===== src/rtl/imm_pkg.sv =====
// imm_pkg: immediate format encodings, RV32 opcode constants and result record for imm_gen_pipe
package imm_pkg;
  typedef enum logic [2:0] {
    IMM_I = 3'd0,
    IMM_S = 3'd1,
    IMM_B = 3'd2,
    IMM_U = 3'd3,
    IMM_J = 3'd4
  } imm_sel_e;
  localparam logic [6:0] OP_IMM    = 7'b0010011;
  localparam logic [6:0] OP_LOAD   = 7'b0000011;
  localparam logic [6:0] OP_JALR   = 7'b1100111;
  localparam logic [6:0] OP_SYSTEM = 7'b1110011;
  localparam logic [6:0] OP_STORE  = 7'b0100011;
  localparam logic [6:0] OP_BRANCH = 7'b1100011;
  localparam logic [6:0] OP_LUI    = 7'b0110111;
  localparam logic [6:0] OP_AUIPC  = 7'b0010111;
  localparam logic [6:0] OP_JAL    = 7'b1101111;
  localparam int XLEN_MAX = 64;
  localparam int TAG_MAX  = 16;
  typedef struct packed {
    logic [XLEN_MAX-1:0] imm;
    logic                illegal;
    logic [TAG_MAX-1:0]  tag;
  } imm_res_t;
  // unknown opcodes map to an encoding outside the enum so the extractor flags them illegal
  function automatic imm_sel_e sel_from_opcode(input logic [6:0] op);
    return (op == OP_IMM || op == OP_LOAD || op == OP_JALR || op == OP_SYSTEM) ? IMM_I :
           (op == OP_STORE)                    ? IMM_S :
           (op == OP_BRANCH)                   ? IMM_B :
           (op == OP_LUI || op == OP_AUIPC)    ? IMM_U :
           (op == OP_JAL)                      ? IMM_J : imm_sel_e'(3'd7);
  endfunction
endpackage


===== src/rtl/imm_extract.sv =====
// imm_extract: combinational RISC-V immediate extraction and sign extension to XLEN
module imm_extract
  import imm_pkg::*;
#(
  parameter int XLEN = 32
) (
  input  logic [31:7]     instr,
  input  imm_sel_e        sel,
  output logic [XLEN-1:0] imm,
  output logic            illegal
);
  logic [31:0] raw;
  always_comb begin
    raw = (sel == IMM_I) ? {{20{instr[31]}}, instr[31:20]} :
          (sel == IMM_S) ? {{20{instr[31]}}, instr[31:25], instr[11:7]} :
          (sel == IMM_B) ? {{19{instr[31]}}, instr[31], instr[7], instr[30:25], instr[11:8], 1'b0} :
          (sel == IMM_U) ? {instr[31:12], 12'b0} :
          (sel == IMM_J) ? {{11{instr[31]}}, instr[31], instr[19:12], instr[20], instr[30:21], 1'b0} :
                           32'd0;
    illegal = sel > IMM_J;
    imm = XLEN'(signed'(raw));
  end
endmodule


===== src/rtl/imm_gen_pipe.sv =====
// imm_gen_pipe: immediate generator with a one-cycle output register and a one-entry skid buffer
module imm_gen_pipe
  import imm_pkg::*;
#(
  parameter int XLEN     = 32,
  parameter int TAG_W    = 5,
  parameter bit AUTO_SEL = 1'b0
) (
  input  logic             clk,
  input  logic             rst,
  input  logic             in_valid,
  output logic             in_ready,
  input  logic [31:0]      in_instr,
  input  imm_sel_e         in_sel,
  input  logic [TAG_W-1:0] in_tag,
  output logic             out_valid,
  input  logic             out_ready,
  output logic [XLEN-1:0]  out_imm,
  output logic             out_illegal,
  output logic [TAG_W-1:0] out_tag
);
  typedef struct packed {
    logic [XLEN-1:0]  imm;
    logic             illegal;
    logic [TAG_W-1:0] tag;
  } ent_t;
  imm_sel_e        sel;
  logic [XLEN-1:0] ext_imm;
  logic            ext_illegal;
  ent_t            res, out_q, out_d, skid_q, skid_d;
  logic            out_valid_q, out_valid_d, skid_valid_q, skid_valid_d, ready_q;
  logic            accept, drain, load_out;
  assign sel = AUTO_SEL ? sel_from_opcode(in_instr[6:0]) : in_sel;
  imm_extract #(.XLEN(XLEN)) u_extract (
    .instr  (in_instr[31:7]),
    .sel    (sel),
    .imm    (ext_imm),
    .illegal(ext_illegal)
  );
  assign res      = {ext_imm, ext_illegal, in_tag};
  assign accept   = in_valid && ready_q;
  assign drain    = out_valid_q && out_ready;
  assign load_out = !out_valid_q || drain;
  // the skid is always older than a new arrival, so it refills the output first
  always_comb begin
    out_d        = !load_out ? out_q : skid_valid_q ? skid_q : accept ? res : out_q;
    out_valid_d  = !load_out || skid_valid_q || accept;
    skid_valid_d = load_out ? (skid_valid_q && accept) : (skid_valid_q || accept);
    skid_d       = (accept && (skid_valid_q || !load_out)) ? res : skid_q;
  end
  always_ff @(posedge clk or posedge rst) begin
    if (rst) begin
      out_q        <= '0;
      skid_q       <= '0;
      out_valid_q  <= 1'b0;
      skid_valid_q <= 1'b0;
      ready_q      <= 1'b0;
    end else begin
      out_q        <= out_d;
      skid_q       <= skid_d;
      out_valid_q  <= out_valid_d;
      skid_valid_q <= skid_valid_d;
      ready_q      <= !skid_valid_d;
    end
  end
  assign in_ready    = ready_q;
  assign out_valid   = out_valid_q;
  assign out_imm     = out_q.imm;
  assign out_illegal = out_q.illegal;
  assign out_tag     = out_q.tag;
endmodule


===== config.mk =====
export PLATFORM = sky130hd
export DESIGN_NAME = imm_gen_pipe
export DESIGN_NICKNAME = d
export VERILOG_FILES = /design/src/rtl/imm_pkg.sv /design/src/rtl/imm_extract.sv /design/src/rtl/imm_gen_pipe.sv
export SDC_FILE = /design/constraint.sdc
export NUM_CORES = 1
export LEC_CHECK = 0
export BUFFER_PORTS_ARGS = -buffer_cell sky130_fd_sc_hd__buf_4
export CAP_MARGIN = 20
export CORE_AREA = 2 2 91 102
export CTS_CLUSTER_DIAMETER = 80
export DETAILED_ROUTE_END_ITERATION = 10
export DIE_AREA = 0 0 93 104
export GPL_ROUTABILITY_DRIVEN = 0
export GPL_TIMING_DRIVEN = 0
export PLACE_DENSITY = 0.73
export SYNTH_ARGS = -nofsm -noshare
export SYNTH_HDL_FRONTEND = slang
export SYNTH_SLANG_ARGS = --single-unit

===== constraint.sdc =====
create_clock -name clk -period 3 [get_ports clk]
set_input_delay 0.3 -clock clk [delete_from_list [all_inputs] [get_ports clk]]
set_output_delay 0.3 -clock clk [all_outputs]
set_load 0.01 [all_outputs]

; ---- Yosys cells after proc, flatten, opt, wreduce, memory -nomap -nowiden
; Cells that the tools add are included.
[op_classes]
order_cmp = 1
n_eq_ne = 4
muxes = 8
n_reduce_logical = 14
[op_table]
columns = operator, count
row1 = $mux W32, 5
row2 = $mux W38, 2
row3 = $eq A3 B2 Y1 const B, 2
row4 = $logic_and A1 B1 Y1, 4
row5 = $logic_or A1 B1 Y1, 4
row6 = $eq A3 B1 Y1 const B, 1
row7 = $eq A3 B3 Y1 const B, 1
row8 = $gt A3 B3 Y1 const B, 1
row9 = $logic_not A1 Y1, 3
row10 = $logic_not A3 Y1, 1
row11 = $reduce_and A2 Y1, 1
row12 = $reduce_bool A2 Y1, 1
row13 = $mux W1, 1
[totals]
register_bits = 79
out_inout_bits = 40
word_cells = 36

; ---- Depth between registers and ports, before layout
[depth]
depth_word = 8
ltp_mapped = 7
mapped_depth_nobuf = 4

; ---- By module
; A second synthesis with hierarchy kept.
[hier_totals]
cells_unflattened = 297
area_unflattened_um2 = 3875.0
[by_module_without_submodules]
columns = module, instances, cells_each, area_per_inst_um2, seq_area_each_um2
row1 = imm_gen_pipe, 1, 214, 3404.5, 1976.9
row2 = imm_extract, 1, 83, 470.5, 0.0

; ---- Worst setup path before layout
; OpenSTA, ideal clock, no wires.
[synth_path]
kind = register to register
startpoint = reg out_valid_q, in the netlist out_valid
endpoint = reg skid_q[0] in the netlist's numbering
setup_ns = 0.125
t_arrival_ns = 1.386
required_ns = 2.875
setup_slack_ns = 1.490
stages_incl_launch_ff = 5
n_path_buf = 1
period_less_slack_ns = 1.510
path_cell_list = dfrtp_1 nor2b_2 o211ai_2 buf_4 mux2_2
[synth_via]
elab_chain_len = 5
word_cells_on_any_way = 6
cone_classes = 6 x reduce/logical
[synth_rtl]
columns = item, line
row1 = start: declaration, imm_gen_pipe.sv:31  ; logic out_valid_q, out_valid_d, skid_valid_q, skid_valid_d, ready_q;
row2 = start signal: assignment, imm_gen_pipe.sv:61  ; out_valid_q <= out_valid_d;
row3 = $logic_not A1 Y1 or $logic_and A1 B1 Y1 (tied branches), "imm_gen_pipe.sv:43, imm_gen_pipe.sv:42"
row4 = $logic_or A1 B1 Y1 (*), imm_gen_pipe.sv:43  ; assign load_out = !out_valid_q || drain;
row5 = $logic_not A1 Y1 (*), imm_gen_pipe.sv:49  ; skid_d = (accept && (skid_valid_q || !load_out)) ? res : skid_q;
row6 = $logic_or A1 B1 Y1 (*), imm_gen_pipe.sv:49
row7 = $logic_and A1 B1 Y1 (*), imm_gen_pipe.sv:49
row8 = end signal: assignment, imm_gen_pipe.sv:60  ; skid_q <= skid_d;
row9 = end: declaration, imm_gen_pipe.sv:30  ; ent_t res, out_q, out_d, skid_q, skid_d;
; Every way passes the cells marked *; elsewhere a longest branch is shown, timed or not.
; A chain may end at the register's enable or synchronous reset.

; ---- Worst setup path in the final report
[layout_path]
startpoint = reg out_valid_q, in the netlist out_valid
endpoint = reg skid_q[22] in the netlist's numbering
; Same word-level chain as after synthesis.

==> flow_metrics.py <==
metrics = {
    "clock_network": {
        "htreeDepth": 3,
        "post_cts_buffers": 0,
        "clock_sinks": 79,
        "root_buffer": "clkbuf_8",
        "cts_buffers": 9,
        "tritoncts": "done",
        "clockBufferDepth": 2,
        "clk_latency_ns": 0.35,
        "path_clk_slew_ns": 0.08,
        "cts_resized": 0,
    },
    "placed_design": {
        "portBuffers": 75,
        "post-place-ws_ns": 1.200,
        "dpl.hpwl_um": 7212,
        "place_inst": 575,
    },
    "drt": {
        "routed-wl-met3_um": 595,
        "wl_met2_um": 5060,
        "avgViaCountPerCell": 5.549,
        "wl_met1_um": 4294,
        "postRouteAntennaNets": 0,
        "drc": 0,
        "top_layer": "met4",
        "wire_per_inst_um": 17.07,
        "drtPass1Iterations": 4,
        "num_vias": 3285,
        "drt_iter0_drc": 185,
        "routed_wirelength_um": 10110,
    },
    "floorplanning": {
        "fp.dieW_um": 93,
        "core-area_um2": 8648,
        "dieArea_um2": 9672,
        "initial_utilization": 0.4361,
        "die_y_um": 104,
        "rows": 36,
        "io_pins": 84,
    },
    "critical_path": {
        "cp-end-kind": "register",
        "crit_type": "register to register",
        "arrival_ns": 2.11,
        "crit_path_max_incr_delay_ns": 0.51,
        "required_ns": 3.27,
        "crit_fanout": 10,
        "start_kind": "register",
        "crit_slowest_cell": "clkbuf_1",
        "cp_cell_sequence": "nor2b_2 -> o211ai_2 -> clkbuf_1 -> nand2_1 -> o21ai_0",
    },
    "global_route": {
        "grt_max_degree": 52,
        "grt_first_pass_wirelength_um": 16370,
        "grt_pass1_vias": 3311,
        "antenna_found_initial": 0,
        "grt_use_total": 0.2158,
        "grt_overflow": 0,
    },
    "yosys": {
        "syn_area_per_cell_um2": 9.795,
        "ys_seq_elements": 79,
        "yosys.area_share.simple": 0.1510,
        "yosys_warnings": 0,
        "synthXorXnorAreaFrac": 0,
        "synth_enable_flop_cells": 0,
        "ys_async_sr_fraction": 1.000,
        "synth_fp_nets": 429,
        "synth_top_family_by_area": "compound AO/OA/AOI/OAI gates",
        "synthAdderAreaFrac": 0,
        "synth_ff_type": "dfrtp_1",
        "syn_inst": 385,
        "mappedNetlistArea_um2": 3771,
        "synth.mux.area_fraction": 0.03683,
        "synth_compound_area_frac": 0.2303,
        "synth_seq_area_share": 0.5242,
        "synthDistinctLibCells": 30,
    },
    "outcome": {
        "status": "finished, final reports clean",
    },
    "sta": {
        "finalCritPeriodShare": 0.6142,
        "relSlewSlack": 0.5909,
        "tightest_slew_ns": 0.6136,
        "setup_violations": 0,
        "finClkSkew_ns": 0.009569,
        "whs_ns": 0.1860,
        "worst_slack_ns": 1.157,
        "hold_violations": 0,
        "min_period_ns": 1.843,
        "max_freq_mhz": 542.7,
        "drv_slew": 0,
        "rsz0062_at_grt": "false",
    },
    "layout": {
        "drive_gt1_frac": 0.3075,
        "finalNetCount": 517,
        "final_cell_mix": "nand2_1, buf_4, dfrtp_1, o21ai_0, nand3_1",
        "regArea_um2": 1977,
        "final_common_cell": "nand2_1",
        "area_growth_pct": 24.15,
        "multi_input_area_um2": 1577,
        "stdcell_count": 592,
        "num_antenna_cells": 0,
        "n_fill_cell": 830,
    },
    "flow_run": {
        "cap_violations": 0,
    },
    "pwr": {
        "p_per_area_nw_per_um2": 925.6,
        "finalPower_uw": 4333,
        "peakVddDrop_uv": 398.2,
        "power.leakage_uw": 0.002119,
    },
    "min_path": {
        "min_path_type": "primary input to register",
    },
}
-- registers in the layout, indices dropped and copies added, names as in the netlist --
| register | count |
|---|---|
| skid_q | 38 |
| out_imm | 32 |
| in_ready | 1 |
| skid_valid_q | 1 |
| out_tag | 5 |
| out_valid | 1 |
| out_illegal | 1 |
-- cell families (layout without fill, tap and decap cells) --
kind of cell           Yosys count  in the layout
AOI/OAI and AO/OA              124            124
buffers and inverters           41            134
DFF                             79             79
muxes                           13             13
and+or+nand+nor                128            128
-- final cells by class --
cell class	count	area share
inverter	7	0.006146
multi-input combinational	265	0.3367
timing repair buffer	77	0.1283
clock buffer	10	0.02726
buffer	34	0.04089
clock inverter	6	0.008017
sequential	79	0.4222
tap	114	0.03047
-- power breakdown --
part           switching [uW]  internal (uW)
clock                     394            296
combinational            1080            777
sequential                258           1530
total                    1730           2600
-- path summary, 6_finish.rpt --
kind,endpoint,depth (start not counted),slack (ns),start
hold / removal,skid_q[3],2,0.19,in_tag[3]
setup / recovery,skid_q[22],5,1.16,out_valid
setup reg to reg,skid_q[22],5,1.16,out_valid
min in group asynchronous,out_imm[4],3,0.50,rst
max in group asynchronous,skid_q[18],4,1.91,rst
hold reg to reg,skid_q[14],2,0.49,skid_q[14]
-- repair_timing --
action | CTS | global route
hold buffers | 1 | 0
setup endpoints to repair | 0 | 0
endpoints found under the hold margin | 28 | 0
-- metal layers --
layer | global-route usage | vias to the layer above
met5 | 0 | -
met1 | 0.2865 | 1624
met4 | 0.09034 | 0
li1 | - | 1520
met2 | 0.3483 | 128
met3 | 0.03768 | 13
-- per-stage QoR --
step / setup TNS, ns / util / cell area, um^2
floorplan: 0 / - / 3771
global placement: -21.19 / 0.5177 / 4477
detailed placement: 0 / 0.5211 / 4507
CTS: 0 / 0.5414 / 4682
global route: 0 / 0.5414 / 4682
finish: 0 / 0.5414 / 4682
-- critical path, delay by kind of cell, from the launching register on --
kind / cells / cell delay [ns]
buf+inv: 1 / 0.51
flops: 1 / 0.37
compound gates: 2 / 0.58
simple gates: 2 / 0.31
-- Yosys cell counts (7+ instances only) --
cell type / count / share of area
o22a_1: 8 / 0.019
o21ai_0: 33 / 0.044
mux2_2: 7 / 0.021
clkbuf_1: 11 / 0.011
nand3_1: 30 / 0.040
inv_1: 7 / 0.0070
nand2_1: 80 / 0.080
dfrtp_1: 79 / 0.52
o21ai_1: 13 / 0.017
o211ai_1: 20 / 0.040
buf_2: 15 / 0.020
a21oi_2: 10 / 0.023
a21oi_1: 21 / 0.028
o211ai_2: 11 / 0.036
nor2b_1: 9 / 0.015
No activity file was read; power rests on OpenSTA's default activity.
